**src/rtl/fsic_axil_pkg.sv**
```systemverilog
// Shared AXI4-Lite definitions for the fsic front-end blocks:
// response codes and the load/store front-end FSM encoding.
package fsic_axil_pkg;

  localparam logic [1:0] AXI_RESP_OKAY   = 2'b00;
  localparam logic [1:0] AXI_RESP_SLVERR = 2'b10;

  typedef enum logic [2:0] {
    LS_IDLE     = 3'd0,
    LS_WR_ISSUE = 3'd1,
    LS_WR_RESP  = 3'd2,
    LS_RD_ISSUE = 3'd3,
    LS_RD_WAIT  = 3'd4,
    LS_RD_RESP  = 3'd5
  } ls_fe_state_t;

endpackage

```
**src/rtl/axil_ls_frontend_if.sv**
```systemverilog
// AXI4-Lite slave channels plus the bk_ls_* backend request/completion port.
interface axil_ls_frontend_if #(
  parameter int ADDR_WIDTH = 15
) ();

  logic                  awvalid;
  logic                  awready;
  logic [ADDR_WIDTH-1:0] awaddr;
  logic                  wvalid;
  logic                  wready;
  logic [31:0]           wdata;
  logic [3:0]            wstrb;
  logic                  bvalid;
  logic                  bready;
  logic [1:0]            bresp;
  logic                  arvalid;
  logic                  arready;
  logic [ADDR_WIDTH-1:0] araddr;
  logic                  rvalid;
  logic                  rready;
  logic [31:0]           rdata;
  logic [1:0]            rresp;
  logic                  bk_ls_wstart;
  logic [ADDR_WIDTH-1:0] bk_ls_waddr;
  logic [31:0]           bk_ls_wdata;
  logic [3:0]            bk_ls_wstrb;
  logic                  bk_ls_rstart;
  logic [ADDR_WIDTH-1:0] bk_ls_raddr;
  logic [31:0]           bk_ls_rdata;
  logic                  bk_ls_rdone;

  modport slave (
    input  awvalid, awaddr, wvalid, wdata, wstrb, bready, arvalid, araddr, rready,
           bk_ls_rdata, bk_ls_rdone,
    output awready, wready, bvalid, bresp, arready, rvalid, rdata, rresp,
           bk_ls_wstart, bk_ls_waddr, bk_ls_wdata, bk_ls_wstrb, bk_ls_rstart, bk_ls_raddr
  );

  modport master (
    output awvalid, awaddr, wvalid, wdata, wstrb, bready, arvalid, araddr, rready,
           bk_ls_rdata, bk_ls_rdone,
    input  awready, wready, bvalid, bresp, arready, rvalid, rdata, rresp,
           bk_ls_wstart, bk_ls_waddr, bk_ls_wdata, bk_ls_wstrb, bk_ls_rstart, bk_ls_raddr
  );

endinterface

```
**src/rtl/axil_ls_frontend.sv**
```systemverilog
// AXI4-Lite slave front end: buffers AW/W/AR one deep each and serializes
// posted writes and timed-out-capable reads onto the single bk_ls_* port.
module axil_ls_frontend
  import fsic_axil_pkg::*;
#(
  parameter int          ADDR_WIDTH   = 15,
  parameter int          RD_TIMEOUT   = 255,
  parameter logic [31:0] TIMEOUT_DATA = 32'hDEAD_BEEF
) (
  input logic               axi_aclk,
  input logic               axi_aresetn,
  axil_ls_frontend_if.slave bus
);

  localparam int CNT_W = (RD_TIMEOUT > 0) ? $clog2(RD_TIMEOUT + 1) : 1;

  ls_fe_state_t          state_r, state_s;
  logic                  aw_full_r, w_full_r, ar_full_r, last_rd_r;
  logic [ADDR_WIDTH-1:0] awaddr_r, araddr_r;
  logic [31:0]           wdata_r, rdata_r;
  logic [3:0]            wstrb_r;
  logic [CNT_W-1:0]      cnt_r;
  logic                  bvalid_r, rvalid_r, wstart_r, rstart_r;
  logic [1:0]            bresp_r, rresp_r;
  logic                  wr_rdy_s, rd_rdy_s, timeout_s;

  assign wr_rdy_s  = aw_full_r && w_full_r;
  assign rd_rdy_s  = ar_full_r;
  assign timeout_s = (RD_TIMEOUT != 0) && (cnt_r == CNT_W'(RD_TIMEOUT));

  assign bus.awready      = !aw_full_r;
  assign bus.wready       = !w_full_r;
  assign bus.arready      = !ar_full_r;
  assign bus.bvalid       = bvalid_r;
  assign bus.bresp        = bresp_r;
  assign bus.rvalid       = rvalid_r;
  assign bus.rdata        = rdata_r;
  assign bus.rresp        = rresp_r;
  assign bus.bk_ls_wstart = wstart_r;
  assign bus.bk_ls_waddr  = awaddr_r;
  assign bus.bk_ls_wdata  = wdata_r;
  assign bus.bk_ls_wstrb  = wstrb_r;
  assign bus.bk_ls_rstart = rstart_r;
  assign bus.bk_ls_raddr  = araddr_r;

  // One-deep holding registers; a slot frees only when its request issues.
  always_ff @(posedge axi_aclk or negedge axi_aresetn) begin
    if (!axi_aresetn) begin
      aw_full_r <= 1'b0;
      w_full_r  <= 1'b0;
      ar_full_r <= 1'b0;
      awaddr_r  <= {ADDR_WIDTH{1'b0}};
      araddr_r  <= {ADDR_WIDTH{1'b0}};
      wdata_r   <= 32'h0000_0000;
      wstrb_r   <= 4'h0;
    end else begin
      if (bus.awvalid && !aw_full_r) begin
        aw_full_r <= 1'b1;
        awaddr_r  <= bus.awaddr;
      end else if (state_r == LS_WR_ISSUE) begin
        aw_full_r <= 1'b0;
      end
      if (bus.wvalid && !w_full_r) begin
        w_full_r <= 1'b1;
        wdata_r  <= bus.wdata;
        wstrb_r  <= bus.wstrb;
      end else if (state_r == LS_WR_ISSUE) begin
        w_full_r <= 1'b0;
      end
      if (bus.arvalid && !ar_full_r) begin
        ar_full_r <= 1'b1;
        araddr_r  <= bus.araddr;
      end else if (state_r == LS_RD_ISSUE) begin
        ar_full_r <= 1'b0;
      end
    end
  end

  // FSM state register.
  always_ff @(posedge axi_aclk or negedge axi_aresetn) begin
    if (!axi_aresetn) begin
      state_r <= LS_IDLE;
    end else begin
      state_r <= state_s;
    end
  end

  // Next state; on a tie the read wins only if the previous issue was a read,
  // so back-to-back ties alternate and the first tie after reset goes to the write.
  always_comb begin
    state_s = state_r;
    case (state_r)
      LS_IDLE: begin
        if (wr_rdy_s && (!rd_rdy_s || !last_rd_r)) begin
          state_s = LS_WR_ISSUE;
        end else if (rd_rdy_s) begin
          state_s = LS_RD_ISSUE;
        end else begin
          state_s = LS_IDLE;
        end
      end
      LS_WR_ISSUE: state_s = LS_WR_RESP;
      LS_WR_RESP: begin
        if (bvalid_r && bus.bready) begin
          state_s = LS_IDLE;
        end else begin
          state_s = LS_WR_RESP;
        end
      end
      LS_RD_ISSUE: state_s = LS_RD_WAIT;
      LS_RD_WAIT: begin
        if (bus.bk_ls_rdone || timeout_s) begin
          state_s = LS_RD_RESP;
        end else begin
          state_s = LS_RD_WAIT;
        end
      end
      LS_RD_RESP: begin
        if (rvalid_r && bus.rready) begin
          state_s = LS_IDLE;
        end else begin
          state_s = LS_RD_RESP;
        end
      end
      default: state_s = LS_IDLE;
    endcase
  end

  // Backend pulses, arbitration history, read timer and response channels.
  always_ff @(posedge axi_aclk or negedge axi_aresetn) begin
    if (!axi_aresetn) begin
      wstart_r  <= 1'b0;
      rstart_r  <= 1'b0;
      last_rd_r <= 1'b0;
      cnt_r     <= {CNT_W{1'b0}};
      bvalid_r  <= 1'b0;
      bresp_r   <= AXI_RESP_OKAY;
      rvalid_r  <= 1'b0;
      rdata_r   <= 32'h0000_0000;
      rresp_r   <= AXI_RESP_OKAY;
    end else begin
      wstart_r <= (state_s == LS_WR_ISSUE);
      rstart_r <= (state_s == LS_RD_ISSUE);
      if (state_r == LS_WR_ISSUE) begin
        last_rd_r <= 1'b0;
      end else if (state_r == LS_RD_ISSUE) begin
        last_rd_r <= 1'b1;
      end
      // The timer saturates so a disabled or very long wait never wraps.
      if (state_r == LS_RD_ISSUE) begin
        cnt_r <= {CNT_W{1'b0}};
      end else if ((state_r == LS_RD_WAIT) && (cnt_r != {CNT_W{1'b1}})) begin
        cnt_r <= cnt_r + CNT_W'(1'b1);
      end
      if (state_r == LS_WR_ISSUE) begin
        bvalid_r <= 1'b1;
        bresp_r  <= AXI_RESP_OKAY;
      end else if (bvalid_r && bus.bready) begin
        bvalid_r <= 1'b0;
      end
      if ((state_r == LS_RD_WAIT) && bus.bk_ls_rdone) begin
        rvalid_r <= 1'b1;
        rdata_r  <= bus.bk_ls_rdata;
        rresp_r  <= AXI_RESP_OKAY;
      end else if ((state_r == LS_RD_WAIT) && timeout_s) begin
        rvalid_r <= 1'b1;
        rdata_r  <= TIMEOUT_DATA;
        rresp_r  <= AXI_RESP_SLVERR;
      end else if (rvalid_r && bus.rready) begin
        rvalid_r <= 1'b0;
      end
    end
  end

endmodule

```
**src/flat_wrapper.sv**
```systemverilog
// flat-port wrapper written by rule: the top's interface ports become plain ports
module axil_ls_frontend_flat import fsic_axil_pkg::*;
#(
  parameter int          ADDR_WIDTH   = 15,
  parameter int          RD_TIMEOUT   = 255,
  parameter logic [31:0] TIMEOUT_DATA = 32'hDEAD_BEEF
)
  (axi_aclk, axi_aresetn, bus_awvalid, bus_awaddr, bus_wvalid, bus_wdata, bus_wstrb, bus_bready, bus_arvalid, bus_araddr, bus_rready, bus_bk_ls_rdata, bus_bk_ls_rdone, bus_awready, bus_wready, bus_bvalid, bus_bresp, bus_arready, bus_rvalid, bus_rdata, bus_rresp, bus_bk_ls_wstart, bus_bk_ls_waddr, bus_bk_ls_wdata, bus_bk_ls_wstrb, bus_bk_ls_rstart, bus_bk_ls_raddr);
  axil_ls_frontend_if #(.ADDR_WIDTH(ADDR_WIDTH)) bus_i ();
  input logic axi_aclk;
  input logic axi_aresetn;
  input wire logic [$bits(bus_i.awvalid)-1:0] bus_awvalid;
  input wire logic [$bits(bus_i.awaddr)-1:0] bus_awaddr;
  input wire logic [$bits(bus_i.wvalid)-1:0] bus_wvalid;
  input wire logic [$bits(bus_i.wdata)-1:0] bus_wdata;
  input wire logic [$bits(bus_i.wstrb)-1:0] bus_wstrb;
  input wire logic [$bits(bus_i.bready)-1:0] bus_bready;
  input wire logic [$bits(bus_i.arvalid)-1:0] bus_arvalid;
  input wire logic [$bits(bus_i.araddr)-1:0] bus_araddr;
  input wire logic [$bits(bus_i.rready)-1:0] bus_rready;
  input wire logic [$bits(bus_i.bk_ls_rdata)-1:0] bus_bk_ls_rdata;
  input wire logic [$bits(bus_i.bk_ls_rdone)-1:0] bus_bk_ls_rdone;
  output wire logic [$bits(bus_i.awready)-1:0] bus_awready;
  output wire logic [$bits(bus_i.wready)-1:0] bus_wready;
  output wire logic [$bits(bus_i.bvalid)-1:0] bus_bvalid;
  output wire logic [$bits(bus_i.bresp)-1:0] bus_bresp;
  output wire logic [$bits(bus_i.arready)-1:0] bus_arready;
  output wire logic [$bits(bus_i.rvalid)-1:0] bus_rvalid;
  output wire logic [$bits(bus_i.rdata)-1:0] bus_rdata;
  output wire logic [$bits(bus_i.rresp)-1:0] bus_rresp;
  output wire logic [$bits(bus_i.bk_ls_wstart)-1:0] bus_bk_ls_wstart;
  output wire logic [$bits(bus_i.bk_ls_waddr)-1:0] bus_bk_ls_waddr;
  output wire logic [$bits(bus_i.bk_ls_wdata)-1:0] bus_bk_ls_wdata;
  output wire logic [$bits(bus_i.bk_ls_wstrb)-1:0] bus_bk_ls_wstrb;
  output wire logic [$bits(bus_i.bk_ls_rstart)-1:0] bus_bk_ls_rstart;
  output wire logic [$bits(bus_i.bk_ls_raddr)-1:0] bus_bk_ls_raddr;
  assign bus_i.awvalid = bus_awvalid;
  assign bus_i.awaddr = bus_awaddr;
  assign bus_i.wvalid = bus_wvalid;
  assign bus_i.wdata = bus_wdata;
  assign bus_i.wstrb = bus_wstrb;
  assign bus_i.bready = bus_bready;
  assign bus_i.arvalid = bus_arvalid;
  assign bus_i.araddr = bus_araddr;
  assign bus_i.rready = bus_rready;
  assign bus_i.bk_ls_rdata = bus_bk_ls_rdata;
  assign bus_i.bk_ls_rdone = bus_bk_ls_rdone;
  assign bus_awready = bus_i.awready;
  assign bus_wready = bus_i.wready;
  assign bus_bvalid = bus_i.bvalid;
  assign bus_bresp = bus_i.bresp;
  assign bus_arready = bus_i.arready;
  assign bus_rvalid = bus_i.rvalid;
  assign bus_rdata = bus_i.rdata;
  assign bus_rresp = bus_i.rresp;
  assign bus_bk_ls_wstart = bus_i.bk_ls_wstart;
  assign bus_bk_ls_waddr = bus_i.bk_ls_waddr;
  assign bus_bk_ls_wdata = bus_i.bk_ls_wdata;
  assign bus_bk_ls_wstrb = bus_i.bk_ls_wstrb;
  assign bus_bk_ls_rstart = bus_i.bk_ls_rstart;
  assign bus_bk_ls_raddr = bus_i.bk_ls_raddr;
  axil_ls_frontend #(.ADDR_WIDTH(ADDR_WIDTH), .RD_TIMEOUT(RD_TIMEOUT), .TIMEOUT_DATA(TIMEOUT_DATA)) u_core (.axi_aclk(axi_aclk), .axi_aresetn(axi_aresetn), .bus(bus_i));
endmodule
```
**config.mk**
```make
export PLATFORM = sky130hd
export DESIGN_NAME = axil_ls_frontend_flat
export DESIGN_NICKNAME = d
export VERILOG_FILES = /design/src/rtl/fsic_axil_pkg.sv /design/src/rtl/axil_ls_frontend_if.sv /design/src/rtl/axil_ls_frontend.sv /design/src/flat_wrapper.sv
export SDC_FILE = /design/constraint.sdc
export NUM_CORES = 1
export LEC_CHECK = 0
export ABC_AREA = 0
export BUFFER_PORTS_ARGS = -buffer_cell sky130_fd_sc_hd__buf_2
export CORE_MARGIN = 5
export CORE_UTILIZATION = 53
export CTS_BUF_LIST = sky130_fd_sc_hd__clkbuf_4
export DETAILED_ROUTE_END_ITERATION = 10
export PLACE_DENSITY = 0.88
export RECOVER_POWER = 50
export REMOVE_ABC_BUFFERS = 1
export SLEW_MARGIN = 15
export SYNTH_ARGS = -nofsm -noshare
export SYNTH_HDL_FRONTEND = slang
export SYNTH_SLANG_ARGS = --single-unit
```
**constraint.sdc**
```tcl
create_clock -name axi_aclk -period 2.85 [get_ports axi_aclk]
set_input_delay 0.4275 -clock axi_aclk [delete_from_list [all_inputs] [get_ports axi_aclk]]
set_output_delay 0.4275 -clock axi_aclk [all_outputs]
set_load 0.05 [all_outputs]
```
### Word-level counts from Yosys, hierarchy flattened

Cells that the tools add are included.

* flip-flop bits (word level): 119
* bits in latches: 0
* bits in writable memories: 0
* memory bits (read-only): 0
* input port bits: 106
* output and inout bits: 109
* word-level logic and storage cells: 75
* memories: 0

* add/subtract/negate cells: 1
* $mul: 0
* div/mod/pow operators: 0
* magnitude comparators: 0
* equality and inequality tests: 9
* shifts and indexed selects: 0
* multiplexer cells: 24
* bitwise logic cells: 0
* reduce and logical (&&, ||, !) cells: 25

Operators by type and width (count)
* 2-to-1 mux 32 bit: 2
* case mux 3 bit (6 select lines): 1
* 2-to-1 mux 8 bit: 2
* nonzero test 2 bit: 7
* 2-to-1 mux 1 bit: 13
* logical AND 1 bit: 10
* == test 3 x 2 -> 1 bit, second input constant: 3
* adder 8 x 1 -> 8 bit, second input constant: 1
* == test 8 bit, second input constant: 1
* 2-to-1 mux 2 bit: 4
* inequality test 8 bit, second input constant: 1
* == test 3 x 1 -> 1 bit, second input constant: 2
* == test 3 bit, second input constant: 2
* 2-to-1 mux 3 bit: 2
* logical NOT 1 bit: 4
* logical NOT 3 bit: 1
* nonzero test 3 bit: 1
* logical OR 1 bit: 2

### Depth between registers and ports, before layout

* depth in word-level cells: 6
* gate-level depth with buffers: 5
* gate-level depth less buffers: 4

### Worst setup path before layout

No wires, ideal clock.

* path type: reg2reg
* start point: reg u_core.cnt_r[0]
* end point: reg u_core.rvalid_r (netlist: u_core.bus.rvalid)
* library setup time: 126 ps
* arrival time: 1382 ps
* data required time: 2724 ps
* setup slack: 1342 ps
* cell stages (with the launch flop): 6
* buffers on the path: 1
* clock period less this slack: 1508 ps
* cell sequence: dfrtp_1 -> ha_1 -> and4_1 -> a21oi_2 -> buf_2 -> o22ai_1

* word-level cells in the longest chain between the ends: 4
* elaborated cells on any way between the ends: 5
* those cells by class: eq/ne: 1; mux: 2; reduce/logical: 2

RTL lines
* start, declared: RTL line axil_ls_frontend.sv:22 `logic [CNT_W-1:0] cnt_r;`
* start signal, assigned: RTL line axil_ls_frontend.sv:135 `cnt_r <= {CNT_W{1'b0}};`
* start signal, assigned: RTL line axil_ls_frontend.sv:151 `cnt_r <= {CNT_W{1'b0}};`
* start signal, assigned: RTL line axil_ls_frontend.sv:153 `cnt_r <= cnt_r + CNT_W'(1'b1);`
* == test 8 bit (*): RTL line axil_ls_frontend.sv:29 `assign timeout_s = (RD_TIMEOUT != 0) && (cnt_r == CNT_W'(RD_TIMEOUT));`
* logical AND 1 bit (*): RTL line axil_ls_frontend.sv:165 `end else if ((state_r == LS_RD_WAIT) && timeout_s) begin`
* 2-to-1 mux 1 bit: RTL line axil_ls_frontend.sv:165
* 2-to-1 mux 1 bit: RTL line axil_ls_frontend.sv:161 `if ((state_r == LS_RD_WAIT) && bus.bk_ls_rdone) begin`
* end signal, assigned: RTL line axil_ls_frontend.sv:162 `rvalid_r <= 1'b1;`
* end signal, assigned: RTL line axil_ls_frontend.sv:166 `rvalid_r <= 1'b1;`
* end signal, assigned: RTL line axil_ls_frontend.sv:170 `rvalid_r <= 1'b0;`
* end, declared: RTL line axil_ls_frontend.sv:23 `logic bvalid_r, rvalid_r, wstart_r, rstart_r;`

Mark *: on every way between the ends. The rest lies on a longest branch, timed or not.
A chain may end at the register's enable or synchronous reset.

### Final worst setup path

* start point: reg u_core.state_r[1]
* end point: reg u_core.rdata_r[6] (netlist: u_core.bus.rdata[6])

* word-level cells in the longest chain between the ends: 3
* elaborated cells on any way between the ends: 5
* those cells by class: eq/ne: 1; mux: 1; reduce/logical: 3

RTL lines
* start, declared: RTL line axil_ls_frontend.sv:17 `ls_fe_state_t state_r, state_s;`
* start signal, assigned: RTL line axil_ls_frontend.sv:84 `state_r <= state_s;`
* == test 3 bit (*): RTL line axil_ls_frontend.sv:161, axil_ls_frontend.sv:165
* logical AND 1 bit, on equally long branches: RTL line axil_ls_frontend.sv:161, axil_ls_frontend.sv:165
* 2-to-1 mux 32 bit or nonzero test 2 bit (tied branches)
* end signal, assigned: RTL line axil_ls_frontend.sv:163 `rdata_r <= bus.bk_ls_rdata;`
* end, declared: RTL line axil_ls_frontend.sv:20 `logic [31:0] wdata_r, rdata_r;`

Marks and branches as above.

==> impl_results.md <==
* Outcome: completed
* First-pass GRT wire length at 20.2 mm
* Total number of vias at 3917
* Initial antenna violation count at 0
* Buffers on Ports at 211
* Seq pwr share at 33.3%
* Main area contributors after synthesis: dfrtp_1 61%, mux2_2 15%, o22ai_1 3.2%, a21oi_1 3.2%, inv_1 2.3%
* Area share of the largest cell type after synthesis at 60.6%
* Worst flop-to-flop path startpoint: u_core.state_r[1]$_DFF_PN0_
* CP Capture Type: register
* Layout cells sized above 1 at 51.7%
* F_max at 0.463 GHz
* Clock buffer depth at 2
* Final net count at 707
* I/O pins at 215
* Core footprint at 0.00911 mm²
* Setup tns final at 0 ps
* GRT Total Usage at 22.8%
* Drt first pass iters at 4
* Clock slew seen by the registers of the worst setup and hold paths at 100 ps
* Reg-to-reg endpoint: u_core.bus.rdata[6]$_DFFE_PN0P_
* Clk Latency, worst-skew pair at 510 ps
* Total clock sinks at 118
* Yosys cell types at 44
* Flop-to-flop setup slack at 690 ps
* Initial Util at 53.5%
* Peak supply drop at 1000 µV
* Die W at 106 µm
* Yosys reg bits at 118
* Area Overhead vs Synth at 29.4%
* Leakage at 3.10 nW
* Worst Tran Pin Value at 1390 ps
* Hold slack at 140 ps
* Die Ht at 106 µm
* Relative slew margins at 7.62%
* Grt ovf at 0
* FF-to-FF path depth at 3
* RSZ-0062 raised after global routing: false
* Place WS at 690 ps
* CP startpoint kind: register
* Largest net degree at the start of global routing at 63
* Max-Cap Viols at 0
* Clock power frac at 14.0%
* Clk root buf: clkbuf_4
* Crit Path Class: reg2reg
* DRC at 0
* Detailed Route WL at 12.3 mm
* CTS resizes at 0
* Mapped cell area at 0.00487 mm²
* Required time of the worst setup path at 3220 ps
* Slew Viols, Final at 0
* Sequential share of the synthesized area at 60.6%
* Worst Skew at 16.3 ps
* Most used flip-flop cell after synthesis: dfrtp_1
* Count leader, synth: dfrtp_1
* Period utilization at 75.8%
* Fillers at 675
* Combinational Power Share at 52.7%
* Period minus WS final at 2160 ps
* Vias in the first global route at 4218
* Dpl cells at 691
* Total Power at 8.54 mW
* Hold-critical path depth at 2
* Mean Syn Cell Area at 12.7 µm²
* Post-layout util at 69.2%
* ANT cells at 0
* Final Non-Filler Cells at 724
* Hold wc startpoint: bus_bready
* RePlAce Congestion at 0.819
* H-Tree Depth at 4
* Hpwl dp at 9.30 mm
* Number of setup buffers added after CTS at 0
* Synth Instances at 385
* Biggest area consumer among synthesized cells: dfrtp_1
* Row count at 35
* Critical Path AT at 2530 ps
* Asr flop ratio synth at 100%
* DR WL/cell at 17.0 µm
* Worst min-delay path category: in2reg
* Area after DPL at 0.00602 mm²
* Setup WS post-layout at 689 ps
* Hold endpoint: u_core.bus.bvalid$_DFFE_PN0P_
* Hold Violations, Final at 0
* CP max FO at 24
* Final antenna-violating net count at 0
* YS warnings at 0
* TritonCTS clock tree: yes
* Design internal power at 4.15 mW
* Pwr per Cell Area at 1350 mW/mm²
* Net Sw Frac at 51.4%
* Initial DRC Count at 224
* Fin area at 0.00631 mm²
* Vias/cell at 5.41
* Final setup fails at 0
* Num CTS Buffers at 17
* Die area at 0.0112 mm²
* Commonest cells post-synth: 118 x dfrtp_1, 66 x mux2_2, 31 x a21oi_1, 30 x inv_1, 25 x o22ai_1
* Switch Pwr at 4.39 mW
* Number of flops mapped to enable cells by yosys at 0
[layout make-up]
class	count	area [µm²]	share of cell area, %
Clock buffer	18	135	2.14
Clock inverter	14	149	2.36
Inverter	30	113	1.79
Multi-Input combinational cell	214	1700	26.9
Sequential cell	118	2950	46.8
Tap cell	111	139	2.20
Timing Repair Buffer	219	1120	17.8
[power by group through the flow]
| stage | sequential (mW) | clock, mW | combinational (mW) |
|---|---|---|---|
| finish | 2.84 | 1.20 | 4.50 |
| floorplan | 5.05 | 0 | 1.17 |
| CTS | 2.84 | 1.23 | 4.54 |
| global placement | 2.82 | 0 | 4.44 |
| detailed placement | 2.87 | 0 | 4.53 |
| global route | 2.95 | 1.32 | 4.71 |
[registers in the layout, indices dropped and copies added, names as in the netlist]
register / cells
u_core.bus.bvalid: 1
u_core.last_rd_r: 1
u_core.state_r: 3
u_core.bus.rvalid: 1
u_core.bus.rdata: 32
u_core.bus.bk_ls_raddr: 15
u_core.w_full_r: 1
u_core.bus.bk_ls_wstart: 1
u_core.bus.bk_ls_rstart: 1
u_core.cnt_r: 8
u_core.ar_full_r: 1
u_core.bus.bk_ls_waddr: 15
u_core.aw_full_r: 1
u_core.bus.bk_ls_wstrb: 4
u_core.bus.rresp: 1
u_core.bus.bk_ls_wdata: 32
[cells by family (layout without fill, tap and decap cells)]
group / Yosys count / after routing / synth area share, %
buf+inv: 55 / 281 / 5.06
simple gates: 45 / 45 / 5.52
mux: 67 / 67 / 15.5
compound gates: 98 / 98 / 13.1
other cells: 1 / 3 / 0.0769
flops: 118 / 118 / 60.6
fa+ha+maj: 1 / 1 / 0.257
[worst max-delay path, cell delays in order (launching register included)]
cell,delay (ps)
dfrtp_1,540
nand4bb_1,1000
o22ai_1,410
a21oi_1,90
[what timing repair did]
item                                   CTS  global route
hold buffers                             1             0
setup endpoints to repair                0             0
endpoints found under the hold margin   56             0
[how the worst max path moves through the flow]
stage,from,to,slack [ps],depth (start not counted)
floorplan,bus_wvalid,u_core.bus.bk_ls_wdata[0]$_DFFE_PN0P_,220,2
global placement,u_core.state_r[1]$_DFF_PN0_,u_core.bus.rdata[21]$_DFFE_PN0P_,880,3
detailed placement,u_core.state_r[2]$_DFF_PN0_,u_core.bus.rdata[6]$_DFFE_PN0P_,690,3
CTS,u_core.state_r[2]$_DFF_PN0_,u_core.bus.rdata[6]$_DFFE_PN0P_,660,3
global route,u_core.state_r[2]$_DFF_PN0_,u_core.bus.rdata[5]$_DFFE_PN0P_,440,3
finish,u_core.state_r[1]$_DFF_PN0_,u_core.bus.rdata[6]$_DFFE_PN0P_,690,3
[per-layer routing]
layer  share of wire (%)  global-route usage (%)  wire, µm  vias to the layer above
li1                    -                       -         -                     1804
met1                  36                    26.0      4470                     1911
met2                  54                    38.8      6640                      160
met3                 6.3                    6.44       780                       42
met4                 3.5                    12.2       425                        0
met5                   0                       0         0                        -
[cell usage in the layout, fill, tap and decap left out, drive strengths merged, types with 2 or more instances in the layout]
cell type  count
nor2           3
nor3b          2
and4           2
inv           34
a21o          12
nand2b         2
conb           3
mux2          66
and2           3
and3           3
a31oi          3
a22o           9
o22ai         25
nor2b          5
o2111a         2
nand3          4
nand4          2
a21oi         32
dfrtp        118
buf          214
clkbuf        22
bufinv         2
a211oi         2
o21ai          6
clkinvlp       3
nand2          7
nor3           6
clkinv         5
(Power assumes the default switching activity.)
